--- src/rtl/pipe_stage_reg_pkg.sv ---
// Shared definitions for pipeline stage registers: state encoding and
// the default payload width/reset value used by the core's stage instances.
package pipe_pkg;

  localparam int PIPE_WIDTH = 32;
  localparam logic [PIPE_WIDTH-1:0] PIPE_RESET_VAL = '0;

  // The encoding is the number of entries held.
  typedef enum logic [1:0] {
    ST_EMPTY     = 2'd0,
    ST_FULL      = 2'd1,
    ST_SKID_FULL = 2'd2
  } pipe_state_e;

endpackage

--- src/rtl/pipe_stage_reg_if.sv ---
// Upstream and downstream handshake of one pipeline stage register, plus its
// occupancy state for observation.
//
// Handshake: a transfer happens at a rising clk edge where valid & ready.
// The producer holds valid and data stable until that edge. ready may depend
// on the current state but never on valid. The stage never drops valid once
// raised, except through flush or reset.
interface pipe_stage_reg_if
  import pipe_pkg::*;
#(
  parameter int WIDTH = PIPE_WIDTH
);
  logic             in_valid;
  logic             in_ready;
  logic [WIDTH-1:0] in_data;
  logic             out_valid;
  logic             out_ready;
  logic [WIDTH-1:0] out_data;
  pipe_state_e      state;

  modport master (
    output in_valid, in_data, out_ready,
    input  in_ready, out_valid, out_data, state
  );

  modport slave (
    input  in_valid, in_data, out_ready,
    output in_ready, out_valid, out_data, state
  );
endinterface

--- src/rtl/pipe_stage_reg_en_reg.sv ---
// WIDTH-bit register with load enable and asynchronous active-high reset to
// RESET_VAL: the multi-bit form of the core's original stage flip-flop.
module en_reg #(
  parameter int               WIDTH     = 32,
  parameter logic [WIDTH-1:0] RESET_VAL = '0
) (
  input  logic             clk,
  input  logic             rst,
  input  logic             en,
  input  logic [WIDTH-1:0] d,
  output logic [WIDTH-1:0] q
);

  always_ff @(posedge clk or posedge rst) begin
    if (rst) begin
      q <= RESET_VAL;
    end else if (en) begin
      q <= d;
    end
  end

endmodule

--- src/rtl/pipe_stage_reg.sv ---
// Pipeline stage register with valid/ready handshake and synchronous flush.
// SKID=1 registers in_ready behind a 2-entry skid; SKID=0 is one entry with ready pass-through.
module pipe_stage_reg
  import pipe_pkg::*;
#(
  parameter int               WIDTH     = PIPE_WIDTH,
  parameter logic [WIDTH-1:0] RESET_VAL = '0,
  parameter bit               SKID      = 1'b1
) (
  input  logic            clk,
  input  logic            rst,
  input  logic            flush,
  pipe_stage_reg_if.slave bus
);

  logic             accept;
  logic             send;
  logic             main_en;
  logic [WIDTH-1:0] main_d;
  logic [WIDTH-1:0] main_q;

  assign accept       = bus.in_valid & bus.in_ready;
  assign send         = bus.out_valid & bus.out_ready;
  assign bus.out_data = main_q;

  en_reg #(.WIDTH(WIDTH), .RESET_VAL(RESET_VAL)) u_main (
    .clk (clk),
    .rst (rst),
    .en  (main_en),
    .d   (main_d),
    .q   (main_q)
  );

  generate
    if (SKID) begin : g_skid
      pipe_state_e      state_q;
      logic             ready_q;
      logic             valid_q;
      logic             skid_en;
      logic [WIDTH-1:0] skid_q;

      en_reg #(.WIDTH(WIDTH), .RESET_VAL(RESET_VAL)) u_skid (
        .clk (clk),
        .rst (rst),
        .en  (skid_en),
        .d   (bus.in_data),
        .q   (skid_q)
      );

      // Flush wins over accept; a send on the same edge needs no action here.
      always_ff @(posedge clk or posedge rst) begin
        if (rst) begin
          state_q <= ST_EMPTY;
          ready_q <= 1'b1;
          valid_q <= 1'b0;
        end else if (flush) begin
          state_q <= ST_EMPTY;
          ready_q <= 1'b1;
          valid_q <= 1'b0;
        end else begin
          unique case (state_q)
            ST_EMPTY: begin
              if (accept) begin
                state_q <= ST_FULL;
                valid_q <= 1'b1;
              end
            end
            ST_FULL: begin
              if (accept && !send) begin
                state_q <= ST_SKID_FULL;
                ready_q <= 1'b0;
              end else if (!accept && send) begin
                state_q <= ST_EMPTY;
                valid_q <= 1'b0;
              end
            end
            ST_SKID_FULL: begin
              if (send) begin
                state_q <= ST_FULL;
                ready_q <= 1'b1;
              end
            end
            default: begin
              state_q <= ST_EMPTY;
              ready_q <= 1'b1;
              valid_q <= 1'b0;
            end
          endcase
        end
      end

      // Data registers load only on accept or on the skid-to-main move.
      always_comb begin
        main_en = 1'b0;
        skid_en = 1'b0;
        main_d  = bus.in_data;
        if (!flush) begin
          unique case (state_q)
            ST_EMPTY: main_en = accept;
            ST_FULL: begin
              main_en = accept & send;
              skid_en = accept & ~send;
            end
            ST_SKID_FULL: begin
              main_en = send;
              main_d  = skid_q;
            end
            default: ;
          endcase
        end
      end

      assign bus.in_ready  = ready_q;
      assign bus.out_valid = valid_q;
      assign bus.state     = state_q;
    end else begin : g_single
      logic valid_q;

      always_ff @(posedge clk or posedge rst) begin
        if (rst) begin
          valid_q <= 1'b0;
        end else if (flush) begin
          valid_q <= 1'b0;
        end else if (accept) begin
          valid_q <= 1'b1;
        end else if (send) begin
          valid_q <= 1'b0;
        end
      end

      assign main_en       = accept & ~flush;
      assign main_d        = bus.in_data;
      assign bus.in_ready  = ~valid_q | bus.out_ready;
      assign bus.out_valid = valid_q;
      assign bus.state     = valid_q ? ST_FULL : ST_EMPTY;
    end
  endgenerate

endmodule
--- src/flat_wrapper.sv ---
// flat-port wrapper written by rule: the top's interface ports become plain ports
module pipe_stage_reg_flat import pipe_pkg::*;
#(
  parameter int               WIDTH     = PIPE_WIDTH,
  parameter logic [WIDTH-1:0] RESET_VAL = '0,
  parameter bit               SKID      = 1'b1
)
  (clk, rst, flush, bus_in_valid, bus_in_data, bus_out_ready, bus_in_ready, bus_out_valid, bus_out_data, bus_state);
  pipe_stage_reg_if #(.WIDTH(WIDTH)) bus_i ();
  input  logic clk;
  input  logic rst;
  input  logic flush;
  input wire logic [$bits(bus_i.in_valid)-1:0] bus_in_valid;
  input wire logic [$bits(bus_i.in_data)-1:0] bus_in_data;
  input wire logic [$bits(bus_i.out_ready)-1:0] bus_out_ready;
  output wire logic [$bits(bus_i.in_ready)-1:0] bus_in_ready;
  output wire logic [$bits(bus_i.out_valid)-1:0] bus_out_valid;
  output wire logic [$bits(bus_i.out_data)-1:0] bus_out_data;
  output wire logic [$bits(bus_i.state)-1:0] bus_state;
  assign bus_i.in_valid = bus_in_valid;
  assign bus_i.in_data = bus_in_data;
  assign bus_i.out_ready = bus_out_ready;
  assign bus_in_ready = bus_i.in_ready;
  assign bus_out_valid = bus_i.out_valid;
  assign bus_out_data = bus_i.out_data;
  assign bus_state = bus_i.state;
  pipe_stage_reg #(.WIDTH(WIDTH), .RESET_VAL(RESET_VAL), .SKID(SKID)) u_core (.clk(clk), .rst(rst), .flush(flush), .bus(bus_i));
endmodule
--- config.mk ---
export PLATFORM = sky130hd
export DESIGN_NAME = pipe_stage_reg_flat
export DESIGN_NICKNAME = d
export VERILOG_FILES = /design/src/rtl/pipe_stage_reg_pkg.sv /design/src/rtl/pipe_stage_reg_if.sv /design/src/rtl/pipe_stage_reg_en_reg.sv /design/src/rtl/pipe_stage_reg.sv /design/src/flat_wrapper.sv
export SDC_FILE = /design/constraint.sdc
export NUM_CORES = 1
export LEC_CHECK = 0
export BUFFER_PORTS_ARGS = -buffer_cell sky130_fd_sc_hd__buf_2
export CAP_MARGIN = 20
export CORE_MARGIN = 4
export CORE_UTILIZATION = 55
export DETAILED_ROUTE_END_ITERATION = 10
export PLACE_DENSITY = 0.83
export SYNTH_ARGS = -nofsm -noshare
export SYNTH_HDL_FRONTEND = slang
export SYNTH_SLANG_ARGS = --single-unit
--- constraint.sdc ---
create_clock -name clk -period 5.9 [get_ports clk]
set_input_delay 0.59 -clock clk [delete_from_list [all_inputs] [get_ports clk]]
set_output_delay 0.59 -clock clk [all_outputs]
set_load 0.02 [all_outputs]
# ---- Word-level counts from Yosys, hierarchy flattened
# Index checks and enable logic that the tools add are counted.
dict set report word_totals {
  register_bits 68
  inputBits 37
  out_inout_bits 36
  wordCells 49
}
dict set report op_classes {
  n_eq_ne 10
  n_mux 21
  bitwise 5
  n_reduce_logical 8
}
# operator count
set op_table {}
lappend op_table {{32-bit 2-to-1 mux} 2}
lappend op_table {{3-bit by 2-bit inequality test with 1-bit output (second input constant)} 4}
lappend op_table {{1-bit 2-to-1 mux} 10}
lappend op_table {{2-bit 2-to-1 mux} 5}
lappend op_table {{1-bit case mux with 3 select lines} 3}
lappend op_table {{2-bit case mux with 3 select lines} 1}
lappend op_table {{3-bit AND reduction} 2}
lappend op_table {{1-bit AND} 4}
lappend op_table {{2-bit inequality test (second input constant)} 2}
lappend op_table {{4-bit by 2-bit inequality test with 1-bit output (second input constant)} 1}
lappend op_table {{4-bit AND reduction} 1}
lappend op_table {{3-bit inequality test (second input constant)} 1}
lappend op_table {{2-bit by 1-bit equality test with 1-bit output (second input constant)} 1}
lappend op_table {{2-bit equality test (second input constant)} 1}
lappend op_table {{1-bit logical AND} 2}
lappend op_table {{1-bit zero test} 2}
lappend op_table {{2-bit zero test} 1}
lappend op_table {{1-bit inverter} 1}

# ---- Depth between registers and ports, before layout
# Gate-level depths: netlist (run 1).
dict set report depth {
  depth_word 7
  mapped_depth 5
  ltp_nobuf 3
}

# ---- Cells and area by module
# A second synthesis (run 1) with hierarchy kept.
dict set report unflattened {
  cells_unflattened 203
  hier_area_um2 3375.7
}
# module n_inst cells_each area_each_um2 seq_area_each_um2
set by_module_without_submodules {}
lappend by_module_without_submodules {en_reg 2 69 1348.8 800.8}
lappend by_module_without_submodules {pipe_stage_reg 1 65 678.2 101.3}

# ---- Worst setup path before layout (run 1)
# No wires, ideal clock.
dict set report synth_path {
  path_type {register -> register}
  from {register u_core.g_skid.state_q[0] (netlist: u_core.bus.state[0])}
  to {register u_core.u_main.q[30]}
  setup_ps 127
  arrival_time_ps 1798
  t_required_ps 5773
  path_slack_ps 3975
  path_stages_with_launch 6
  path_buffers 2
  period_less_slack_ps 1925
  path_cell_list {dfrtp_1 > buf_6 > nor3b_2 > buf_2 > mux2_2 > mux2_1}
}
dict set report synth_between {
  elab_chain_cells 3
  word_cells_on_any_way 7
  classes_between {eq/ne (2); mux (4); reduce/logical (1)}
}
# item line
set synth_lines {}
lappend synth_lines {{start: declaration} pipe_stage_reg.sv:36} ;# pipe_state_e state_q;
lappend synth_lines {{start signal: assignment} pipe_stage_reg.sv:53} ;# state_q <= ST_EMPTY;
lappend synth_lines {{start signal: assignment} pipe_stage_reg.sv:57} ;# state_q <= ST_EMPTY;
lappend synth_lines {{start signal: assignment} pipe_stage_reg.sv:64} ;# state_q <= ST_FULL;
lappend synth_lines {{2-bit equality test (tied with other cells)} pipe_stage_reg.sv:98} ;# unique case (state_q)
lappend synth_lines {{1-bit case mux with 3 select lines / 32-bit 2-to-1 mux (equally long branches)} pipe_stage_reg.sv:98}
lappend synth_lines {{1-bit 2-to-1 mux / 32-bit 2-to-1 mux (equally long branches)} pipe_stage_reg.sv:97} ;# if (!flush) begin
lappend synth_lines {{end signal: assignment} pipe_stage_reg_en_reg.sv:16} ;# q <= RESET_VAL;
lappend synth_lines {{end signal: assignment} pipe_stage_reg_en_reg.sv:18} ;# q <= d;
lappend synth_lines {{end: declaration} pipe_stage_reg_en_reg.sv:11} ;# output logic [WIDTH-1:0] q
# Several ways; a longest one is shown, not always the timed one.
# A chain may end at the register's enable or synchronous reset.

# ---- Worst setup path in the final report (run 1)
dict set report layout_path {
  from {register u_core.g_skid.state_q[0] (netlist: u_core.bus.state[0])}
  to {register u_core.u_main.q[5]}
}
# The elaborated chain is that of the path after synthesis.

==> results of run 1 <==
==> final timing paths <==
path / startpoint / endpoint / slack [ns] / depth (start not counted)
max: u_core.bus.state[0]$_DFFE_PP0P_ / u_core.u_main.q[5]$_DFFE_PP0P_ / 3.38 / 4
min: rst / u_core.g_skid.u_skid.q[16]$_DFFE_PP0P_ / 0.49 / 3
max reg2reg: u_core.bus.state[0]$_DFFE_PP0P_ / u_core.u_main.q[5]$_DFFE_PP0P_ / 3.38 / 4
min reg2reg: u_core.u_main.q[27]$_DFFE_PP0P_ / u_core.u_main.q[27]$_DFFE_PP0P_ / 0.49 / 1
max in group asynchronous: rst / u_core.bus.out_valid$_DFFE_PP0P_ / 4.87 / 3
min in group clk: u_core.u_main.q[27]$_DFFE_PP0P_ / u_core.u_main.q[27]$_DFFE_PP0P_ / 0.49 / 1
==> metrics by stage <==
stage / cell area [µm²] / std cells / power, W
2_1_floorplan: 3039 / 199 / 0.001212
3_3_place_gp: 3441 / 333 / 0.001378
3_5_place_dp: 3441 / 333 / 0.001408
4_1_cts: 3690 / 349 / 0.001883
5_1_grt: 3710 / 350 / 0.001973
6_report: 3710 / 350 / 0.001864
==> logic make-up (layout without fill, tap and decap cells) <==
kind of cell           after synthesis  count (layout)  share of synthesized area (%)
AO/OA/AOI/OAI                        8               8                          2.429
buffers and inverters               13              94                          2.882
AND/OR/NAND/NOR                     14              14                          3.088
multiplexers                        96              96                          35.57
flip-flops                          68              68                          56.03
==> power breakdown <==
| group | internal, W | total (W) | switching (W) | leakage (nW) |
|---|---|---|---|---|
| logic | 0.000287 | 0.000588 | 0.000301 | 0.770 |
| registers | 0.000693 | 0.000807 | 0.000113 | 0.810 |
| clock network | 0.000292 | 0.000469 | 0.000177 | 0.122 |
| total | 0.00127 | 0.00186 | 0.000591 | 1.70 |
==> sequential cells by signal (all words and copies together), names as in the netlist <==
signal and flops:
u_core.bus.out_valid 1, u_core.u_main.q 32, u_core.g_skid.u_skid.q 32, u_core.bus.state 2
u_core.bus.in_ready 1
==> cells in the final DEF, fill, tap and decap left out, drive strengths merged, types with 2 or more instances in the layout <==
cell,n
a21o,2
a221oi,2
buf,76
bufinv,3
clkbuf,10
clkinv,2
dfrtp,67
inv,2
mux2,96
nand2,4
o21ai,2
or2,2
==> worst max-delay path, cell delays in order (launching register included) <==
cell and delay, ns:
dfrtp_1 0.52, or2_1 0.32, a221oi_4 0.80, buf_4 0.39, mux2_2 0.37
==> area by class of cell <==
type / instances / area [µm²] / area share, %
Inverter: 2 / 7.507 / 0.2024
Clock buffer: 10 / 137.6 / 3.710
Sequential cell: 68 / 1703 / 45.90
Clock inverter: 6 / 111.4 / 3.002
Timing Repair Buffer: 76 / 402.9 / 10.86
Tap cell: 70 / 87.58 / 2.361
Multi-Input combinational cell: 118 / 1260 / 33.96
==> metal layers <==
metal | up-vias | GRT usage [%] | share of wire (%)
met5 | - | 0 | 0
li1 | 867 | - | -
met3 | 9 | 3.579 | 5.3
met4 | 0 | 8.472 | 1.8
met1 | 892 | 23.53 | 45
met2 | 54 | 27.88 | 47
==> out/qor.yml, run 1 <==
die_h_um: 82.34
cts_num_sinks: 68
synth_cells: 199
synth-main-ff-cell: "dfrtp_1"
area.growth.synth_to_final_pct: 22.07
p_per_area_nw_per_um2: 502.3
grt_max_degree: 69
async_reset_ff_share_pct: 100.0
row_count: 26
finish.utilization_pct: 70.83
synth_nets: 236
cp-start-kind: "register"
clk_root_buffer_cell: "clkbuf_8"
wl_per_cell_um: 15.62
synth_cell_types: 24
routed_wl_mm: 5.466
grt_pass1_vias: 1875
layout-drive-gt1-share_pct: 65.71
dieArea_um2: 6779
antenna_cells: 0
rsz0062_at_grt: "no"
syn_area_per_cell_um2: 15.27
nNetsFinal: 312
cts_tree: "built"
tns_ns: 0
slew_headroom_pct: 38.44
track_usage_pct: 17.73
synth_area_um2: 3039
numCtsBuffers: 9
postCtsHoldBufs: 0
path_clk_slew_ns: 0.08
synth_commonest_cells: "86 x mux2_2, 67 x dfrtp_1, 10 x mux2_1"
synth_seq_area_share_pct: 56.03
finalCriticalPeriod_ns: 2.517
worst_slack_ns: 3.383
pin_count: 73
drt.antenna.violating_nets: 0
cts_resized: 0
status: "completed"
timing.hold.ws_ns: 0.4851
fin_crit_sh_pct: 42.65
leakage_nw: 1.703
worstHoldPathType: "in2async"
slew_viol_final: 0
grt_pass1_wl_mm: 8.887
antenna_found_initial: 0
clock_latency_ns: 0.33
place.gp.congestion: 0.6817
ys_warn_count: 0
drtIter0Drc: 65
via_count: 1822
synth_edf_count: 0
remaining_drc_errors: 0
finalSetupViolCount: 0
critPathMaxFanout: 17
maxCapViolations: 0
cts.htree.levels: 3
timing.final.hold_violations: 0
viasPerCell: 5.206
worstMarginPinSlew_ns: 0.9233
synth_most_common_cell: "mux2_2"
worstSetupPathType: "reg2reg"
fmax_mhz: 397.4
chipWidth_um: 82.34
fillers: 382
ir_drop_mv: 0.3382
synth-seq-cells: 68
cts_max_path_buffers: 2
portBuffers: 72
dr.pass1.iters: 6
worstPathRequired_ns: 6.12
worst_setup_path_end_kind: "register"
pre_cts_ws_ns: 3.188
core_um2: 5238
initial_utilization_pct: 58.03
skew_ns: 0.007979
critPathArrivalTime_ns: 2.74
hpwl_mm: 3.594
synth.area.top_cells: "dfrtp_1 55%, mux2_2 32%, mux2_1 3.7%, buf_6 1.5%, buf_2 1.2%"
cts_setup_buffers: 0
synth_top_area_cell: "dfrtp_1"
grt_overflow_total: 0
synth.top_cell.area_share_pct: 55.17
(Power assumes the default switching activity.)
==> run 2: changes to the inputs <==
Settings changed: CORE_UTILIZATION 55 to 53, PLACE_DENSITY 0.83 to 0.8.
Clock period 5.9 ns to 2.35 ns, I/O delays scaled along.
==> run 2 against run 1 <==
Net effect: total power increased by 140%; die area increased by 3.4%; fmax increased by 33%; sequential power increased to 2.5 times the previous value; clock skew about the same; utilization decreased by 4.2 points; largest cell class unchanged.
==> out/qor.yml, run 2 (synthesized netlist as in run 1, its figures left out) <==
status: "completed"  # unchanged
cts_tree: "built"  # unchanged
cts_resized: 0  # unchanged
chipWidth_um: 83.73  # was 82.34 µm
dr.pass1.iters: 4  # was 6
rsz0062_at_grt: "no"  # unchanged
antenna_found_initial: 0  # unchanged
pin_count: 73  # unchanged
critPathMaxFanout: 16  # was 17
postCtsHoldBufs: 0  # unchanged
cp_slowest_cell: "dfrtp_1"  # was a221oi_4
critPathTopFamily: "flip-flops"  # was compound AO/OA/AOI/OAI gates
layout-drive-gt1-share_pct: 65.12  # was 65.71%
skew_ns: 0.008217  # was 0.007979 ns
path_clk_slew_ns: 0.07  # was 0.08 ns
drtIter0Drc: 31  # was 65
nNetsFinal: 313  # was 312
slew_headroom_pct: 52.84  # was 38.44%
core_um2: 5540  # was 5238 µm²
worstMarginPinSlew_ns: 0.7064  # was 0.9233 ns
clk_root_buffer_cell: "clkbuf_8"  # unchanged
ir_drop_mv: 0.6677  # was 0.3382 mV
cp-start-kind: "register"  # unchanged
final_cell_mix: "86 x mux2_2, 72 x buf_2, 67 x dfrtp_1"  # unchanged
place.gp.congestion: 0.7623  # was 0.6817
antenna_cells: 0  # unchanged
crit_buf_inv: 1  # unchanged
grt_overflow_total: 0  # unchanged
hpwl_mm: 3.703  # was 3.594 mm
maxCapViolations: 0  # unchanged
cts_max_path_buffers: 2  # unchanged
row_count: 27  # was 26
fin_crit_sh_pct: 80.65  # was 42.65%
area.growth.synth_to_final_pct: 21.41  # was 22.07%
r2r_start: "u_core.bus.state[0]$_DFFE_PP0P_"  # unchanged
cts_num_sinks: 68  # unchanged
grt_pass1_wl_mm: 9.273  # was 8.887 mm
worstSetupPathType: "reg2reg"  # unchanged
drt.antenna.violating_nets: 0  # unchanged
cts.htree.levels: 3  # unchanged
crit_path_cell_trace: "or2_1 -> a221oi_4 -> buf_4 -> mux2_1"  # was or2_1 -> a221oi_4 -> buf_4 -> mux2_2
slew_viol_final: 0  # unchanged
track_usage_pct: 16.61  # was 17.73%
critPathArrivalTime_ns: 2.11  # was 2.74 ns
cts_setup_buffers: 0  # unchanged
wl_per_cell_um: 15.32  # was 15.62 µm
r2r_setup_slack_ns: 0.45  # was 3.38 ns
leakage_nw: 1.693  # was 1.703 nW
clock_latency_ns: 0.34  # was 0.33 ns
numCtsBuffers: 9  # unchanged
grt_max_degree: 37  # was 69
initial_utilization_pct: 54.86  # was 58.03%
routed_wl_mm: 5.409  # was 5.466 mm
viasPerCell: 5.303  # was 5.206
timing.hold.ws_ns: 0.007055  # was 0.4851 ns
p_per_area_nw_per_um2: 1202  # was 502.3 nW/µm²
ff2ff_path_depth: 4  # unchanged
tns_ns: 0  # unchanged
via_count: 1872  # was 1,822
portBuffers: 72  # unchanged
die_h_um: 83.73  # was 82.34 µm
dieArea_um2: 7010  # was 6779 µm²
grt_pass1_vias: 1972  # was 1,875
finalCriticalPeriod_ns: 1.895  # was 2.517 ns
worst_setup_path_end_kind: "register"  # unchanged
final_common_cell: "mux2_2"  # unchanged
timing.rr.end: "u_core.u_main.q[25]$_DFFE_PP0P_"  # was u_core.u_main.q[5]$_DFFE_PP0P_
remaining_drc_errors: 0  # unchanged
finalSetupViolCount: 0  # unchanged
fmax_mhz: 527.6  # was 397.4 MHz
timing.final.hold_violations: 0  # unchanged
slowest_delay_ns: 0.51  # was 0.80 ns
worstHoldPathType: "in2async"  # unchanged
worstPathRequired_ns: 2.56  # was 6.12 ns
fillers: 433  # was 382
run 2: cell types whose count changed in the layout (fill, tap and decap cells not counted):
cell / delta
clkinv_2: +1
bufinv_16: -2
buf_4: -1
clkbuf_1: +2
clkinvlp_4: -1
buf_12: +2
run 2: layout make-up:
class,count,area (µm²),area share [%]
Clock buffer,12,145.1,3.934
Clock inverter,4,48.80,1.322
Inverter,2,7.507,0.2035
Multi-Input combinational cell,118,1260,34.15
Sequential cell,68,1703,46.15
Tap cell,72,90.09,2.442
Timing Repair Buffer,77,435.4,11.80
run 2: report_power, final:
part / total, W / internal (W) / switching [W]
clock: 0.000938 / 0.000518 / 0.000420
sequential: 0.00202 / 0.00174 / 0.000276
combinational: 0.00148 / 0.000727 / 0.000753
total: 0.00443 / 0.00299 / 0.00145
run 2: worst max-delay path by stage:
stage | start | to | slack [ns] | cells after the start
CTS | u_core.bus.state[0]$_DFFE_PP0P_ | u_core.u_main.q[25]$_DFFE_PP0P_ | 0.45 | 4
floorplan | rst | u_core.bus.out_valid$_DFFE_PP0P_ | 0.41 | 1
detailed placement | u_core.bus.state[0]$_DFFE_PP0P_ | u_core.u_main.q[15]$_DFFE_PP0P_ | 0.46 | 4
finish | u_core.bus.state[0]$_DFFE_PP0P_ | u_core.u_main.q[25]$_DFFE_PP0P_ | 0.45 | 4
global route | u_core.bus.state[0]$_DFFE_PP0P_ | u_core.u_main.q[18]$_DFFE_PP0P_ | 0.38 | 4
global placement | u_core.bus.state[0]$_DFFE_PP0P_ | u_core.u_main.q[8]$_DFFE_PP0P_ | 0.49 | 4
run 2: layer usage:
layer / share of wire [%] / track usage (%) / vias up
met5: 0 / 0 / -
met3: 7.2 / 5.824 / 9
li1: - / - / 875
met1: 43 / 19.96 / 937
met4: 1.8 / 7.895 / 0
met2: 48 / 26.68 / 51
run 2: worst register-to-register path, stage by stage (launching register included):
cell and delay (ns):
dfrtp_1 0.51, or2_1 0.32, a221oi_4 0.29, buf_4 0.29, mux2_1 0.36
run 2: through the flow:
stage	worst slack [ns]	total power, W	std cells	instance area, µm²	util, %
3_5_place_dp	0.4590	0.003552	337	3496	63.10
5_1_grt	0.3818	0.004725	353	3690	66.60
4_1_cts	0.4455	0.004497	353	3690	66.60
2_1_floorplan	0.4051	0.003042	199	3039	-
6_report	0.4548	0.004434	353	3690	66.60
3_3_place_gp	0.4913	0.003475	337	3496	63.10
